[src/rtl/psum_collector.sv]
// Partial-sum collector: accumulates K signed partial sums from a PE chain,
// requantizes the group total (round-half-up arithmetic shift, optional ReLU,
// saturation to O_Y bits) and queues results in a first-word-fall-through FIFO.
module psum_collector #(
    parameter int I_PSUM = 19,
    parameter int O_ACC  = 24,
    parameter int K      = 3,
    parameter int SHIFT  = 4,
    parameter int O_Y    = 8,
    parameter int DEPTH  = 4
) (
    input  logic                      i_clk,
    input  logic                      i_rst_n,
    input  logic                      i_valid,
    input  logic signed [I_PSUM-1:0]  i_psum,
    output logic                      o_ready,
    input  logic                      i_relu_en,
    output logic                      o_valid,
    output logic signed [O_Y-1:0]     o_y,
    input  logic                      i_ready,
    output logic [$clog2(DEPTH):0]    o_count
);

    localparam int PW = (DEPTH > 1) ? $clog2(DEPTH) : 1;
    localparam int CW = $clog2(DEPTH) + 1;
    localparam int BW = (K > 1) ? $clog2(K) : 1;

    localparam logic [BW-1:0] LAST_BEAT  = BW'(K - 1);
    localparam logic [PW-1:0] LAST_PTR   = PW'(DEPTH - 1);
    localparam logic [CW-1:0] FULL_COUNT = CW'(DEPTH);

    // Rounding constant and output clamp limits, held one bit wider than the
    // accumulator so the rounding add can never wrap.
    localparam logic        [O_ACC:0] ROUND = (O_ACC + 1)'(1) << (SHIFT - 1);
    localparam logic signed [O_ACC:0] Y_MAX = (O_ACC + 1)'((1 << (O_Y - 1)) - 1);
    localparam logic signed [O_ACC:0] Y_MIN = ~Y_MAX;

    logic signed [O_ACC-1:0] acc_reg;
    logic        [BW-1:0]    beat_reg;
    logic        [PW-1:0]    wr_ptr_reg;
    logic        [PW-1:0]    rd_ptr_reg;
    logic        [CW-1:0]    count_reg;
    logic                    live_reg;

    logic signed [O_Y-1:0]   mem [DEPTH];

    logic signed [O_ACC-1:0] psum_ext;
    logic signed [O_ACC:0]   sum_wide;
    logic signed [O_ACC:0]   shifted;
    logic signed [O_ACC:0]   clipped;
    logic signed [O_Y-1:0]   y_next;

    logic accept;
    logic last_beat;
    logic push;
    logic pop;

    // Handshake decode; o_ready depends only on registered state so there is
    // no combinational path from i_ready. live_reg keeps o_ready low during
    // reset and releases it one edge after reset deassertion.
    always_comb begin
        o_ready   = live_reg && (count_reg < FULL_COUNT);
        o_valid   = (count_reg != '0);
        o_count   = count_reg;
        o_y       = o_valid ? mem[rd_ptr_reg] : '0;
        accept    = i_valid && o_ready;
        last_beat = (beat_reg == LAST_BEAT);
        push      = accept && last_beat;
        pop       = o_valid && i_ready;
    end

    // Group total, rounding shift, optional ReLU and saturation to O_Y bits.
    always_comb begin
        psum_ext = O_ACC'(i_psum);
        sum_wide = {acc_reg[O_ACC-1], acc_reg} + {psum_ext[O_ACC-1], psum_ext} + ROUND;
        shifted  = sum_wide >>> SHIFT;
        clipped  = shifted;
        if (i_relu_en && shifted[O_ACC]) begin
            clipped = '0;
        end
        if (clipped > Y_MAX) begin
            y_next = O_Y'(Y_MAX);
        end else if (clipped < Y_MIN) begin
            y_next = O_Y'(Y_MIN);
        end else begin
            y_next = O_Y'(clipped);
        end
    end

    // Ready-enable flag: cleared by reset, set on the first edge afterwards.
    always_ff @(posedge i_clk or negedge i_rst_n) begin
        if (!i_rst_n) begin
            live_reg <= 1'b0;
        end else begin
            live_reg <= 1'b1;
        end
    end

    // Accumulator and beat counter; both hold whenever no beat is accepted,
    // and restart from zero on the K-th beat so the next group has no bubble.
    always_ff @(posedge i_clk or negedge i_rst_n) begin
        if (!i_rst_n) begin
            acc_reg  <= '0;
            beat_reg <= '0;
        end else if (accept) begin
            if (last_beat) begin
                acc_reg  <= '0;
                beat_reg <= '0;
            end else begin
                acc_reg  <= acc_reg + psum_ext;
                beat_reg <= beat_reg + 1'b1;
            end
        end
    end

    // FIFO pointers and occupancy; push and pop in the same cycle cancel.
    always_ff @(posedge i_clk or negedge i_rst_n) begin
        if (!i_rst_n) begin
            wr_ptr_reg <= '0;
            rd_ptr_reg <= '0;
            count_reg  <= '0;
        end else begin
            if (push) begin
                wr_ptr_reg <= (wr_ptr_reg == LAST_PTR) ? '0 : wr_ptr_reg + 1'b1;
            end
            if (pop) begin
                rd_ptr_reg <= (rd_ptr_reg == LAST_PTR) ? '0 : rd_ptr_reg + 1'b1;
            end
            case ({push, pop})
                2'b10:   count_reg <= count_reg + 1'b1;
                2'b01:   count_reg <= count_reg - 1'b1;
                default: count_reg <= count_reg;
            endcase
        end
    end

    // FIFO storage; contents need no reset because o_y is gated by o_valid.
    always_ff @(posedge i_clk) begin
        if (push) begin
            mem[wr_ptr_reg] <= y_next;
        end
    end

endmodule

[config.mk]
export PLATFORM = sky130hd
export DESIGN_NAME = psum_collector
export DESIGN_NICKNAME = d
export VERILOG_FILES = /design/src/rtl/psum_collector.sv
export SDC_FILE = /design/constraint.sdc
export NUM_CORES = 1
export LEC_CHECK = 0
export CAP_MARGIN = 20
export CORE_AREA = 3 3 104 106
export CTS_CLUSTER_DIAMETER = 200
export DETAILED_ROUTE_END_ITERATION = 8
export DIE_AREA = 0 0 107 109
export GPL_TIMING_DRIVEN = 0
export PLACE_DENSITY_LB_ADDON = 0.2
export SKIP_CTS_REPAIR_TIMING = 1
export SLEW_MARGIN = 5
export SYNTH_ARGS = -nofsm -noshare
export SYNTH_HDL_FRONTEND = slang
export SYNTH_SLANG_ARGS = --single-unit
[constraint.sdc]
create_clock -name i_clk -period 9.84 [get_ports i_clk]
set_clock_uncertainty 0.1 [all_clocks]
set_input_delay 2.46 -clock i_clk [delete_from_list [all_inputs] [get_ports i_clk]]
set_output_delay 2.46 -clock i_clk [all_outputs]
set_load 0.01 [all_outputs]
; ---- Word level (Yosys, flattened, before mapping)
; Memories as Yosys holds them, arrays and structs flattened.
; Index checks and enable logic that the tools add are counted.
[classes]
n_eq_ne = 5
muxes = 11
add_sub_neg = 8
reduce_logical = 7
magnitude_cmp = 3
[ops]
columns = operator, n
row1 = adder 24 x 19 -> 25 bit, 1
row2 = adder 25 x 4 -> 25 bit (second input constant), 1
row3 = greater-than comparator 25 x 8 -> 1 bit (second input constant), 1
row4 = < comparator 25 x 8 -> 1 bit (second input constant), 1
row5 = 2-to-1 mux 25 bit, 1
row6 = adder 24 x 19 -> 24 bit, 1
row7 = 2-to-1 mux 24 bit, 1
row8 = 2-to-1 mux 8 bit, 3
row9 = == test 2 bit (second input constant), 4
row10 = adder 2 x 1 -> 2 bit (second input constant), 3
row11 = 2-to-1 mux 2 bit, 3
row12 = case mux 3 bit (2 select lines), 1
row13 = logical AND 1 bit, 5
row14 = adder 3 x 1 -> 3 bit (second input constant), 1
row15 = < comparator 3 bit (second input constant), 1
row16 = nonzero test 3 bit, 1
row17 = subtractor 3 x 1 -> 3 bit (second input constant), 1
row18 = == test 2 x 1 -> 1 bit (second input constant), 1
row19 = 2-to-1 mux 1 bit, 2
row20 = nonzero test 2 bit, 1
[word_totals]
reg_bits = 34
wordCells = 41
out_inout_bits = 13
n_memories = 1
input_bits = 24
mem_bits_rw = 32
[mem_list]
columns = memory, words, word_bits, rd, rd_ports_with_merged_regs, wr, line_no
row1 = mem, 4, 8, 1, 0, 1, 45  ; logic signed [O_Y-1:0] mem [DEPTH];

; ---- Depth between registers and ports, before layout
; Gate-level depths: netlist of the first run.
[depth]
ltp_word = 7
depth_mapped = 13
mapped_depth_nobuf = 13

; ---- Least setup slack after synthesis of the first run
; No wires, ideal clock.
[synth_timing]
path_type = input to register
start = input i_psum[9]
end = memory mem[0][0] (data pin)
path_buffers = 0
t_arrival_ns = 5.386
setup_time_ns = 0.265
slack_ns = 4.090
required_time_ns = 9.475
path_stages = 12
cell_sequence = ha_1 inv_1 fa_1 inv_1 and3_1 o221a_1 o2111a_2 o21a_1 or4_4 a2111oi_4 a31oi_2 a31o_1
[synth_via]
elab_chain_len = 7
word_cells_on_any_way = 8
classes_between = add/sub: 2 / order compare: 2 / mux: 3 / reduce/logical: 1
[synth_rtl]
columns = item, line_no
row1 = from (decl), 15  ; input logic signed [I_PSUM-1:0] i_psum,
row2 = adder 24 x 19 -> 25 bit *, 75  ; sum_wide = {acc_reg[O_ACC-1], acc_reg} + {psum_ext[O_ACC-1], psum_ext} + ROUND;
row3 = adder 25 x 4 -> 25 bit *, 75
row4 = logical AND 1 bit, 78  ; if (i_relu_en && shifted[O_ACC]) begin
row5 = 2-to-1 mux 25 bit *, 78
row6 = < comparator 25 x 8 -> 1 bit, 83  ; end else if (clipped < Y_MIN) begin
row7 = 2-to-1 mux 8 bit, 83
row8 = 2-to-1 mux 8 bit *, 81  ; if (clipped > Y_MAX) begin
row9 = net y_next[0], 51  ; logic signed [O_Y-1:0] y_next;
row10 = to (decl), 45
; The timed path passes the listed nets; every way through them passes the cells marked *.

; ---- Worst setup path after layout of the first run
[layout_timing]
start = input i_psum[18]
end = memory mem[0][0] (data pin)
; The elaborated chain is that of the path after synthesis.

==> metrics.txt, run 1 <==
die width=107 um; pwr dens=318 nW/um^2; Final setup viols=0; Synth-to-Final Area Change=14.0%; share of post-route cells with drive strength above 1=under 10%; die height=109 um; largest net degree at the start of global routing=35; top_reg_cell synth=dfrtp_1; htree depth=3; worst-skew pair later-pin latency=about 0.35 ns; Int Pwr=1.09 mW; unrepaired setup endpoints after global routing=no; Hold Path Depth=2; CP Depth=11; Post-Layout Inst Area=around 6200 sq um; num rows=36; drt drc=0; max FFs per register=32; Crit Path Max Fanout=10; clock share of power=between 10% and 20%; flops & latches, synth=between 60 and 70; synth unique cells=67; Buf+Inv Stages, Crit Path=2; Final HPWL DP=9350 um; share of flip-flops with an asynchronous set or reset=~52%; CP top delay family=simple AND/OR/NAND/NOR gates; clk buf depth=2; final hold vios=0; startpoint types=primary input; Slowest-stage cell, CP=clkdlybuf4s50_1; max incr delay on CP=about 0.71 ns; vias in the first global route=roughly 4200; pins over their slew limit=0; full die area=between 10000 and 15000 sq um; Worst R2R Path Depth=10; Least-Margin Pin Slew=a little over 0.8 ns; final critical-path required period=roughly 6.4 ns; clk sinks=66; Clk pin slew, worst setup/hold paths=around 0.080 ns; Layout Nets=between 600 and 700; achievable clock frequency=157 MHz; CP Class=in -> reg; gr ovfl total=0; sequential fraction of design power=a little under a quarter; # diodes=0; DR vias=roughly 4200; CTS tree=done; crit-path cells=clkdlybuf4s50_1, ha_1, fa_1, inv_1, nor4_1, or3b_2, and4_1, o221a_1, and4_1, a31o_2, a31o_1; Routability Congestion=0.872; cell area after placement=5940 sq um; Synth Instances=540; Fill cells=815; wire length of the first global-routing pass=roughly 20000 um; dpl ws=just over 3 ns; Iter 0 DRT Violations=approximately 200; CP endpoint kind=register; post-route ant nets=0; worst hold path class=reg -> reg; total CTS buffers=9; I/O pins=37; most frequent cells in the layout=inv_1, ha_1, nand2_1; sequential fraction of the synthesis area=between 30 and 40%; yosys warns=0; Post-Route WL=~12000 um; Crit path required time=around 9.8 ns; VDD IR max=0.148 mV; most common cell after layout, fill and taps aside=inv_1; Fin Setup TNS=0 ns; Max-slew headroom=between 40% and 50%; cell at the root of the clock tree=clkbuf_8; Routed WL per cell=around 16 um; LEAKAGE=2.66 nW; Synth Cell Area=approximately 5400 sq um; final worst setup slack=about 3.5 ns; Worst R2R Setup Slack=between 5 and 6 ns; Tot GR Track Use=between 20% and 30%; initial antenna violation count=0; status=completed; Post-synth EDFFs=32; # port buffers=36; Mapped Nets=639; crit path DAT=roughly 6.4 ns; Initial Util=a little over half; Syn Area/Cell=roughly 10 sq um; Via density=5.78; Net Sw Frac=~44%; Gate power share=62.9%; First-pass DRT Iterations=5; core area=between 9000 and 10000 sq um; Final period util=64.6%; Psw=about 0.87 mW; max cap viols=0; most frequent CP cell=and4_1
[per-layer routing]
| layer | global-route usage, % | share of wire (%) | vias up |
|---|---|---|---|
| met5 | 0 | 0 | - |
| met2 | 35.8 | 48 | 93 |
| met1 | 28.6 | 46 | 2049 |
| met4 | 7.40 | 2.8 | 0 |
| met3 | 4.26 | 3.8 | 22 |
| li1 | - | - | 2030 |
[kinds of logic after synthesis]
group / synth area share [%]
flip-flops: 33.4
AND/OR/NAND/NOR: 13.7
adder cells (fa/ha/maj): 20.2
buffers and inverters: 4.74
AO/OA/AOI/OAI: 18.0
multiplexers: 4.11
XOR/XNOR: 5.66
other: 0.0692
[synth_stat cells (7+ instances only)]
| cell type | n | share of area [%] |
|---|---|---|
| o211ai_1 | 9 | 1.2 |
| ha_1 | 54 | 12 |
| a21o_1 | 12 | 1.7 |
| nand2b_1 | 7 | 0.81 |
| xnor2_1 | 15 | 2.4 |
| xor2_1 | 20 | 3.2 |
| nand2_1 | 47 | 3.3 |
| clkbuf_1 | 8 | 0.55 |
| or3_1 | 8 | 0.92 |
| o21ai_0 | 38 | 3.5 |
| and2_1 | 15 | 1.7 |
| a21oi_1 | 22 | 2.0 |
| a31oi_1 | 12 | 1.4 |
| edfxtp_1 | 32 | 18 |
| inv_1 | 59 | 4.1 |
| fa_1 | 21 | 7.8 |
| nor2_1 | 23 | 1.6 |
| mux4_2 | 8 | 3.3 |
| dfrtp_1 | 34 | 16 |
[layout make-up]
| cell class | instances | area (sq um) | share of cell area [%] |
|---|---|---|---|
| clock inverter | 5 | 65.1 | 1.05 |
| tap | 133 | 166 | 2.69 |
| clock buffer | 11 | 174 | 2.82 |
| inverter | 59 | 221 | 3.59 |
| multi-input combinational | 406 | 3350 | 54.2 |
| sequential | 66 | 1810 | 29.3 |
| buffer | 9 | 35.0 | 0.567 |
| timing repair buffer | 36 | 355 | 5.75 |
[through the flow]
| stage | std cells | hold WS (ns) | utilization (%) | power (mW) |
|---|---|---|---|---|
| after floorplan | 540 | 0.354 | - | 1.37 |
| after global placement | 709 | 0.369 | 60.2 | 1.65 |
| after detailed placement | 709 | 0.385 | 60.2 | 1.69 |
| after CTS | 725 | 0.403 | 62.6 | 1.96 |
| after global routing | 725 | 0.422 | 62.6 | 2.14 |
| final | 725 | 0.396 | 62.6 | 1.96 |
[worst min-delay path, stage by stage (launching register included)]
cell and delay (ns):
dfrtp_1 0.35, nand2_1 0.05, o21ai_0 0.06
[path summary, 6_finish.rpt]
path	to	start
min in group asynchronous	acc_reg[20]	i_rst_n
max in group asynchronous	acc_reg[4]	i_rst_n
max reg2reg	mem[0][0]	acc_reg[6]
min reg2reg	acc_reg[4]	acc_reg[4]
min	acc_reg[4]	acc_reg[4]
max	mem[0][0]	i_psum[18]
[power groups by stage]
stage                     clock, mW  combinational, mW  sequential (mW)
final                         0.269               1.23            0.459
after detailed placement          0               1.23            0.465
after global placement            0               1.19            0.460
after global routing          0.286               1.38            0.471
after CTS                     0.274               1.23            0.459
after floorplan                   0              0.919            0.454
No activity file was read; power rests on OpenSTA's default activity.
==> run 2, diff against run 1 <==
==> constraint.sdc (replaced) <==
create_clock -name i_clk -period 6.2 [get_ports i_clk]
set_clock_uncertainty 0.1 [all_clocks]
set_input_delay 1.55 -clock i_clk [delete_from_list [all_inputs] [get_ports i_clk]]
set_output_delay 1.55 -clock i_clk [all_outputs]
set_load 0.01 [all_outputs]
==> results of run 2 <==
Same layout as run 1 (identical final DEF). Status: completed.
Main changes from that run: setup slack after placement 3.11 ns -> 0.379 ns; setup slack after layout 3.48 ns -> 0.749 ns; register-to-register setup slack 5.72 ns -> 2.08 ns; total power 1.96 mW -> 3.11 mW; worst IR drop on VDD 0.148 mV -> 0.234 mV
